`config.mk`:
```
export PLATFORM = sky130hd
export DESIGN_NAME = trng_word_packer_flat
export DESIGN_NICKNAME = d
export VERILOG_FILES = /design/src/rtl/trng_word_packer_if.sv /design/src/rtl/trng_word_packer.sv /design/src/flat_wrapper.sv
export SDC_FILE = /design/constraint.sdc
export NUM_CORES = 1
export LEC_CHECK = 0
export BUFFER_PORTS_ARGS = -buffer_cell sky130_fd_sc_hd__clkbuf_2
export CORE_MARGIN = 2
export CORE_UTILIZATION = 50
export DETAILED_ROUTE_END_ITERATION = 12
export PLACE_DENSITY = 0.74
export RECOVER_POWER = 100
export SETUP_SLACK_MARGIN = 0.3
export SYNTH_ARGS = -nofsm -noshare
export SYNTH_HDL_FRONTEND = slang
export SYNTH_SLANG_ARGS = --single-unit
```
`constraint.sdc`:
```
create_clock -name clk -period 3.3 [get_ports clk]
set_input_delay 0.33 -clock clk [delete_from_list [all_inputs] [get_ports clk]]
set_output_delay 0.33 -clock clk [all_outputs]
set_load 0.02 [all_outputs]
```
`src/rtl/trng_word_packer_if.sv`:
```
// trng_word_packer_if: valid/ready word channel from the packer to the system side.
interface trng_word_packer_if #(
    parameter int WORD_W = 8
);
    logic [WORD_W-1:0] word_out;
    logic              word_valid;
    logic              word_ready;
    modport master(output word_out, output word_valid, input word_ready);
    modport slave(input word_out, input word_valid, output word_ready);
endinterface

```
`src/rtl/trng_word_packer.sv`:
```
// trng_word_packer: optional von Neumann debias, packs bits into WORD_W words on a valid/ready channel.
// Optional repetition-count health test is built when TRNG_HEALTH_TEST_EN is defined.
module trng_word_packer #(
    parameter int WORD_W    = 8,
    parameter int DEBIAS    = 1,
    parameter int RCT_LIMIT = 32
) (
    input  logic               clk,
    input  logic               clr,
    input  logic               en,
    input  logic               bit_in,
    input  logic               bit_vld,
    trng_word_packer_if.master wo,
    output logic               overrun,
    output logic [7:0]         ovr_cnt,
    output logic               health_fail
);
    localparam int CW = $clog2(WORD_W + 1);
    localparam logic [0:0] PAIR_A = 1'b0;
    localparam logic [0:0] PAIR_B = 1'b1;
    logic [0:0]        pair_q, pair_d;
    logic              first_q, first_d;
    logic [WORD_W-1:0] asm_q, asm_d, word_q, word_d;
    logic [CW-1:0]     cnt_q, cnt_d;
    logic              valid_q, valid_d, ovr_q, ovr_d;
    logic [7:0]        ovr_cnt_q, ovr_cnt_d;
    logic              take, emit_raw, emit_bit, emit, done, load, blocked;
    assign take = en & bit_vld;
    always_comb begin
        emit_raw  = DEBIAS != 0 ? take & (pair_q == PAIR_B) & (first_q != bit_in) : take;
        emit_bit  = DEBIAS != 0 ? first_q : bit_in;
        emit      = emit_raw & ~blocked;
        pair_d    = (DEBIAS == 0 || !en) ? PAIR_A : take ? ~pair_q : pair_q;
        first_d   = (take && pair_q == PAIR_A) ? bit_in : first_q;
        done      = emit && cnt_q == CW'(WORD_W - 1);
        asm_d     = emit ? {asm_q[WORD_W-2:0], emit_bit} : asm_q;
        cnt_d     = !emit ? cnt_q : done ? '0 : cnt_q + 1'b1;
        load      = done & (~valid_q | wo.word_ready);
        word_d    = load ? asm_d : word_q;
        valid_d   = load | (valid_q & ~wo.word_ready);
        ovr_d     = ovr_q | (done & ~load);
        ovr_cnt_d = ovr_cnt_q + {7'd0, done & ~load & (ovr_cnt_q != 8'hFF)};
    end
    always_ff @(posedge clk) begin
        if (clr) begin
            pair_q    <= PAIR_A;
            first_q   <= 1'b0;
            asm_q     <= '0;
            cnt_q     <= '0;
            word_q    <= '0;
            valid_q   <= 1'b0;
            ovr_q     <= 1'b0;
            ovr_cnt_q <= 8'd0;
        end else begin
            pair_q    <= pair_d;
            first_q   <= first_d;
            asm_q     <= asm_d;
            cnt_q     <= cnt_d;
            word_q    <= word_d;
            valid_q   <= valid_d;
            ovr_q     <= ovr_d;
            ovr_cnt_q <= ovr_cnt_d;
        end
    end
`ifdef TRNG_HEALTH_TEST_EN
    // Counts raw (pre-debias) repeats; a zero count means no bit seen yet.
    logic [7:0] rct_q, rct_d;
    logic       last_q, last_d, hf_q, hf_d;
    always_comb begin
        rct_d  = !take ? rct_q : (rct_q != 8'd0 && bit_in == last_q) ? rct_q + {7'd0, rct_q != 8'hFF} : 8'd1;
        last_d = take ? bit_in : last_q;
        hf_d   = hf_q | (take && rct_d == 8'(RCT_LIMIT));
    end
    always_ff @(posedge clk) begin
        if (clr) begin
            rct_q  <= 8'd0;
            last_q <= 1'b0;
            hf_q   <= 1'b0;
        end else begin
            rct_q  <= rct_d;
            last_q <= last_d;
            hf_q   <= hf_d;
        end
    end
    assign blocked     = hf_q;
    assign health_fail = hf_q;
`else
    logic unused_rct;
    assign unused_rct  = (RCT_LIMIT > 0);
    assign blocked     = 1'b0;
    assign health_fail = 1'b0;
`endif
    assign wo.word_out   = word_q;
    assign wo.word_valid = valid_q;
    assign overrun       = ovr_q;
    assign ovr_cnt       = ovr_cnt_q;
endmodule

```
`src/flat_wrapper.sv`:
```
// flat-port wrapper written by rule: the top's interface ports become plain ports
module trng_word_packer_flat 
#(
    parameter int WORD_W    = 8,
    parameter int DEBIAS    = 1,
    parameter int RCT_LIMIT = 32
)
  (clk, clr, en, bit_in, bit_vld, overrun, ovr_cnt, health_fail, wo_word_out, wo_word_valid, wo_word_ready);
  trng_word_packer_if #(.WORD_W(WORD_W)) wo_i ();
  input  logic clk;
  input  logic clr;
  input  logic en;
  input  logic bit_in;
  input  logic bit_vld;
  output logic overrun;
  output logic [7:0] ovr_cnt;
  output logic health_fail;
  output wire logic [$bits(wo_i.word_out)-1:0] wo_word_out;
  output wire logic [$bits(wo_i.word_valid)-1:0] wo_word_valid;
  input wire logic [$bits(wo_i.word_ready)-1:0] wo_word_ready;
  assign wo_word_out = wo_i.word_out;
  assign wo_word_valid = wo_i.word_valid;
  assign wo_i.word_ready = wo_word_ready;
  trng_word_packer #(.WORD_W(WORD_W), .DEBIAS(DEBIAS), .RCT_LIMIT(RCT_LIMIT)) u_core (.clk(clk), .clr(clr), .en(en), .bit_in(bit_in), .bit_vld(bit_vld), .wo(wo_i), .overrun(overrun), .ovr_cnt(ovr_cnt), .health_fail(health_fail));
endmodule
```
==> qor.txt <==
Final ANT Viol Nets: 0
Skew-Pair Late Insertion Delay: 0.33 ns
Number of global-route vias before repair: 798
Final hold viol count: 0
Kind of critical path: reg -> reg
Final setup fails: 0
Largest net degree at the start of global routing: 32
Synth unique cells: 30
Drt initial violations: 14
Crit Reg-Reg Startpoint: u_core.pair_q
Post-layout minimum cycle time: 2.64 ns
Avg WL per Cell: 12.3 µm
CTS tree: yes
Number of buffers created by CTS: 5
Detailed-route via count: 956
Post-Syn Instances: 131
NumNets Final: 164
CTS root buffer: clkbuf_4
Initial core utilization: 0.521
Max_slew headroom: 0.146
CP startpoint: u_core.pair_q
GRT Overall Usage: 0.174
Post-Syn Nets: 140
FMAX: 0.379 GHz
Setup TNS: 0 ns
Area share of the largest cell type after synthesis: 0.485
First-pass GRT wire length: 3550 µm
Flop and latch count out of synthesis: 31
Hold Crit Start: en
I/O Buffers: 23
Hold WC Path Type: in -> reg
Crit path required time: 3.56 ns
Placed inst area: 1390 µm²
Finished layout cell area: 1420 µm²
Clock Sink Count: 31
Cell area power density: 460 nW/µm²
Cts repair resizes: 0
Synth area leaders: dfxtp_1, mux2i_1, nor2_1
DRC viols: 0
Tcrit/Tclk final: 0.799
Post-DP HPWL: 1610 µm
Cell taking the most area after synthesis: dfxtp_1
CTS Hold Bufs: 0
Post-CTS Setup Bufs: 0
Clk_skew: 0.00577 ns
Arr. time, crit path: 2.90 ns
Mean number of vias per cell: 5.14
Area delta synth->final: 10.9%
Num ports: 25
RSZ-0062 raised after global routing: no
Hold WS: 0.259 ns
Worst Setup End Kind: register
Total gr overflow: 0
Sequential fraction of the synthesis area: 0.485
Lkg Pwr: 0.509 nW
Max cap viols: 0
Die Area: 2980 µm²
Power Total: 0.000653 W
Row Count: 18
Ratio of cells with drive above 1 in the final layout: 0.109
Outcome: complete, no violations
Synth Cell Area: 1280 µm²
CP startpoint kind: register
Worst-path clk slew: 0.10 ns
Util after Layout: 0.578
Synth warn: 0
Clock Path Buffers: 2
CP max FO: 10
WL final: 2300 µm
Chip height: 54.6 µm
CTS H-Tree Depth: 2
Initial antenna violation count: 0
Ant. Diodes: 0
Worst VDD drop: 0.388 mV
Avg Cell Area, Syn: 9.77 µm²
Global placer's final weighted congestion: 0.784
Fin. max-slew vios: 0
Die Wd: 54.6 µm
DRT Pass-1 Iters: 4
Worst Max-Slew Pin Slew: 1.28 ns
Core area: 2450 µm²
-- metal layers --
| layer | part of all wire | track usage | up-vias | routed length (µm) |
|---|---|---|---|---|
| li1 | - | - | 491 | - |
| met1 | 0.46 | 0.215 | 443 | 1050 |
| met2 | 0.47 | 0.258 | 15 | 1090 |
| met3 | 0.045 | 0.0738 | 7 | 104 |
| met4 | 0.021 | 0.0875 | 0 | 48 |
| met5 | 0 | 0 | - | 0 |
-- where the power goes --
part,switching (W),internal [W]
combinational,0.0000136,0.00000673
sequential,0.00000158,0.000375
clock,0.000132,0.000124
total,0.000147,0.000506
-- Yosys cell counts --
master	instances
nor2b_1	2
or3_1	2
dfxtp_1	31
a21oi_1	6
nor2_2	1
xor2_1	3
nand2_1	5
mux2i_1	15
conb_1	1
o22ai_1	1
xnor2_2	1
buf_6	2
and2b_1	1
buf_4	1
o21ai_0	4
clkbuf_1	3
nor3b_1	2
nor3_1	1
ha_1	3
a211oi_2	1
xnor2_1	3
nor4b_4	1
nor2_1	29
o21a_1	1
and3_1	1
nand4_1	1
inv_1	2
and3b_1	1
nand3_1	5
nand3_4	1
-- critical path, cell delays in order, from the launching register on --
cell and delay [ns]:
dfxtp_1 0.38, nand3_1 0.26, nor2_1 0.74, nand3_1 0.21, nor2_1 0.15, ha_1 0.17, nand3_1 0.16, or3_1 0.35
a21oi_1 0.15
-- layout by cell type, fill, tap and decap left out --
| cell | count |
|---|---|
| clkbuf_4 | 5 |
| clkbuf_1 | 18 |
| dfxtp_1 | 31 |
| and3b_1 | 1 |
| ha_1 | 3 |
| and3_1 | 1 |
| nor2_2 | 1 |
| nand4_1 | 1 |
| clkinvlp_4 | 1 |
| xnor2_1 | 3 |
| o21a_1 | 1 |
| nor2_1 | 29 |
| a21oi_1 | 6 |
| clkbuf_8 | 2 |
| and2b_1 | 1 |
| nor4b_2 | 1 |
| xor2_1 | 3 |
| nor3_1 | 1 |
| o21ai_0 | 4 |
| nand3_1 | 6 |
| nor3b_1 | 2 |
| or3_1 | 2 |
| inv_1 | 2 |
| nor2b_1 | 2 |
| mux2i_1 | 15 |
| a211oi_2 | 1 |
| clkbuf_2 | 5 |
| conb_1 | 1 |
| xnor2_2 | 1 |
| o22ai_1 | 1 |
| nand2_1 | 5 |
-- state kept, by name, summed over array words and instances (netlist names) --
register / cells
u_core.asm_q: 7
u_core.cnt_q: 4
u_core.emit_bit: 1
u_core.ovr_cnt: 8
u_core.wo.word_out: 8
u_core.overrun: 1
u_core.wo.word_valid: 1
u_core.pair_q: 1
-- logic make-up (layout without fill, tap and decap cells) --
group           Yosys count  count (layout)  synth area share
buf+inv                   8              33            0.0381
fa+ha+maj                 3               3            0.0293
flops                    31              31             0.485
xor+xnor                  7               7            0.0538
other cells               1               1           0.00293
mux                      15              15             0.117
compound gates           13              13            0.0596
simple gates             53              53             0.214
-- cell type report --
| cell class | count | area (µm²) |
|---|---|---|
| well taps | 30 | 37.5 |
| inverters | 2 | 7.51 |
| clock buffers | 7 | 65.1 |
| fillers | 225 | 1030 |
| multi-input cells | 92 | 589 |
| clock inverters | 1 | 7.51 |
| repair buffers | 23 | 92.6 |
| flip-flops and latches | 31 | 621 |
-- metrics by stage --
step | instances | worst slack, ns
3_3_place_gp | 178 | 0.854
3_5_place_dp | 178 | 0.693
5_1_grt | 186 | 0.373
2_1_floorplan | 131 | 1.42
4_1_cts | 186 | 0.781
6_report | 186 | 0.663
-- path summary, 6_finish.rpt --
| check | end | cells past startpoint | slack (ns) |
|---|---|---|---|
| setup / recovery | u_core.ovr_cnt[5] | 8 | 0.66 |
| setup reg to reg | u_core.ovr_cnt[5] | 8 | 0.66 |
| hold / removal | u_core.pair_q | 2 | 0.26 |
| hold reg to reg | u_core.overrun | 2 | 0.46 |
Power figures use the tool's default switching activity.
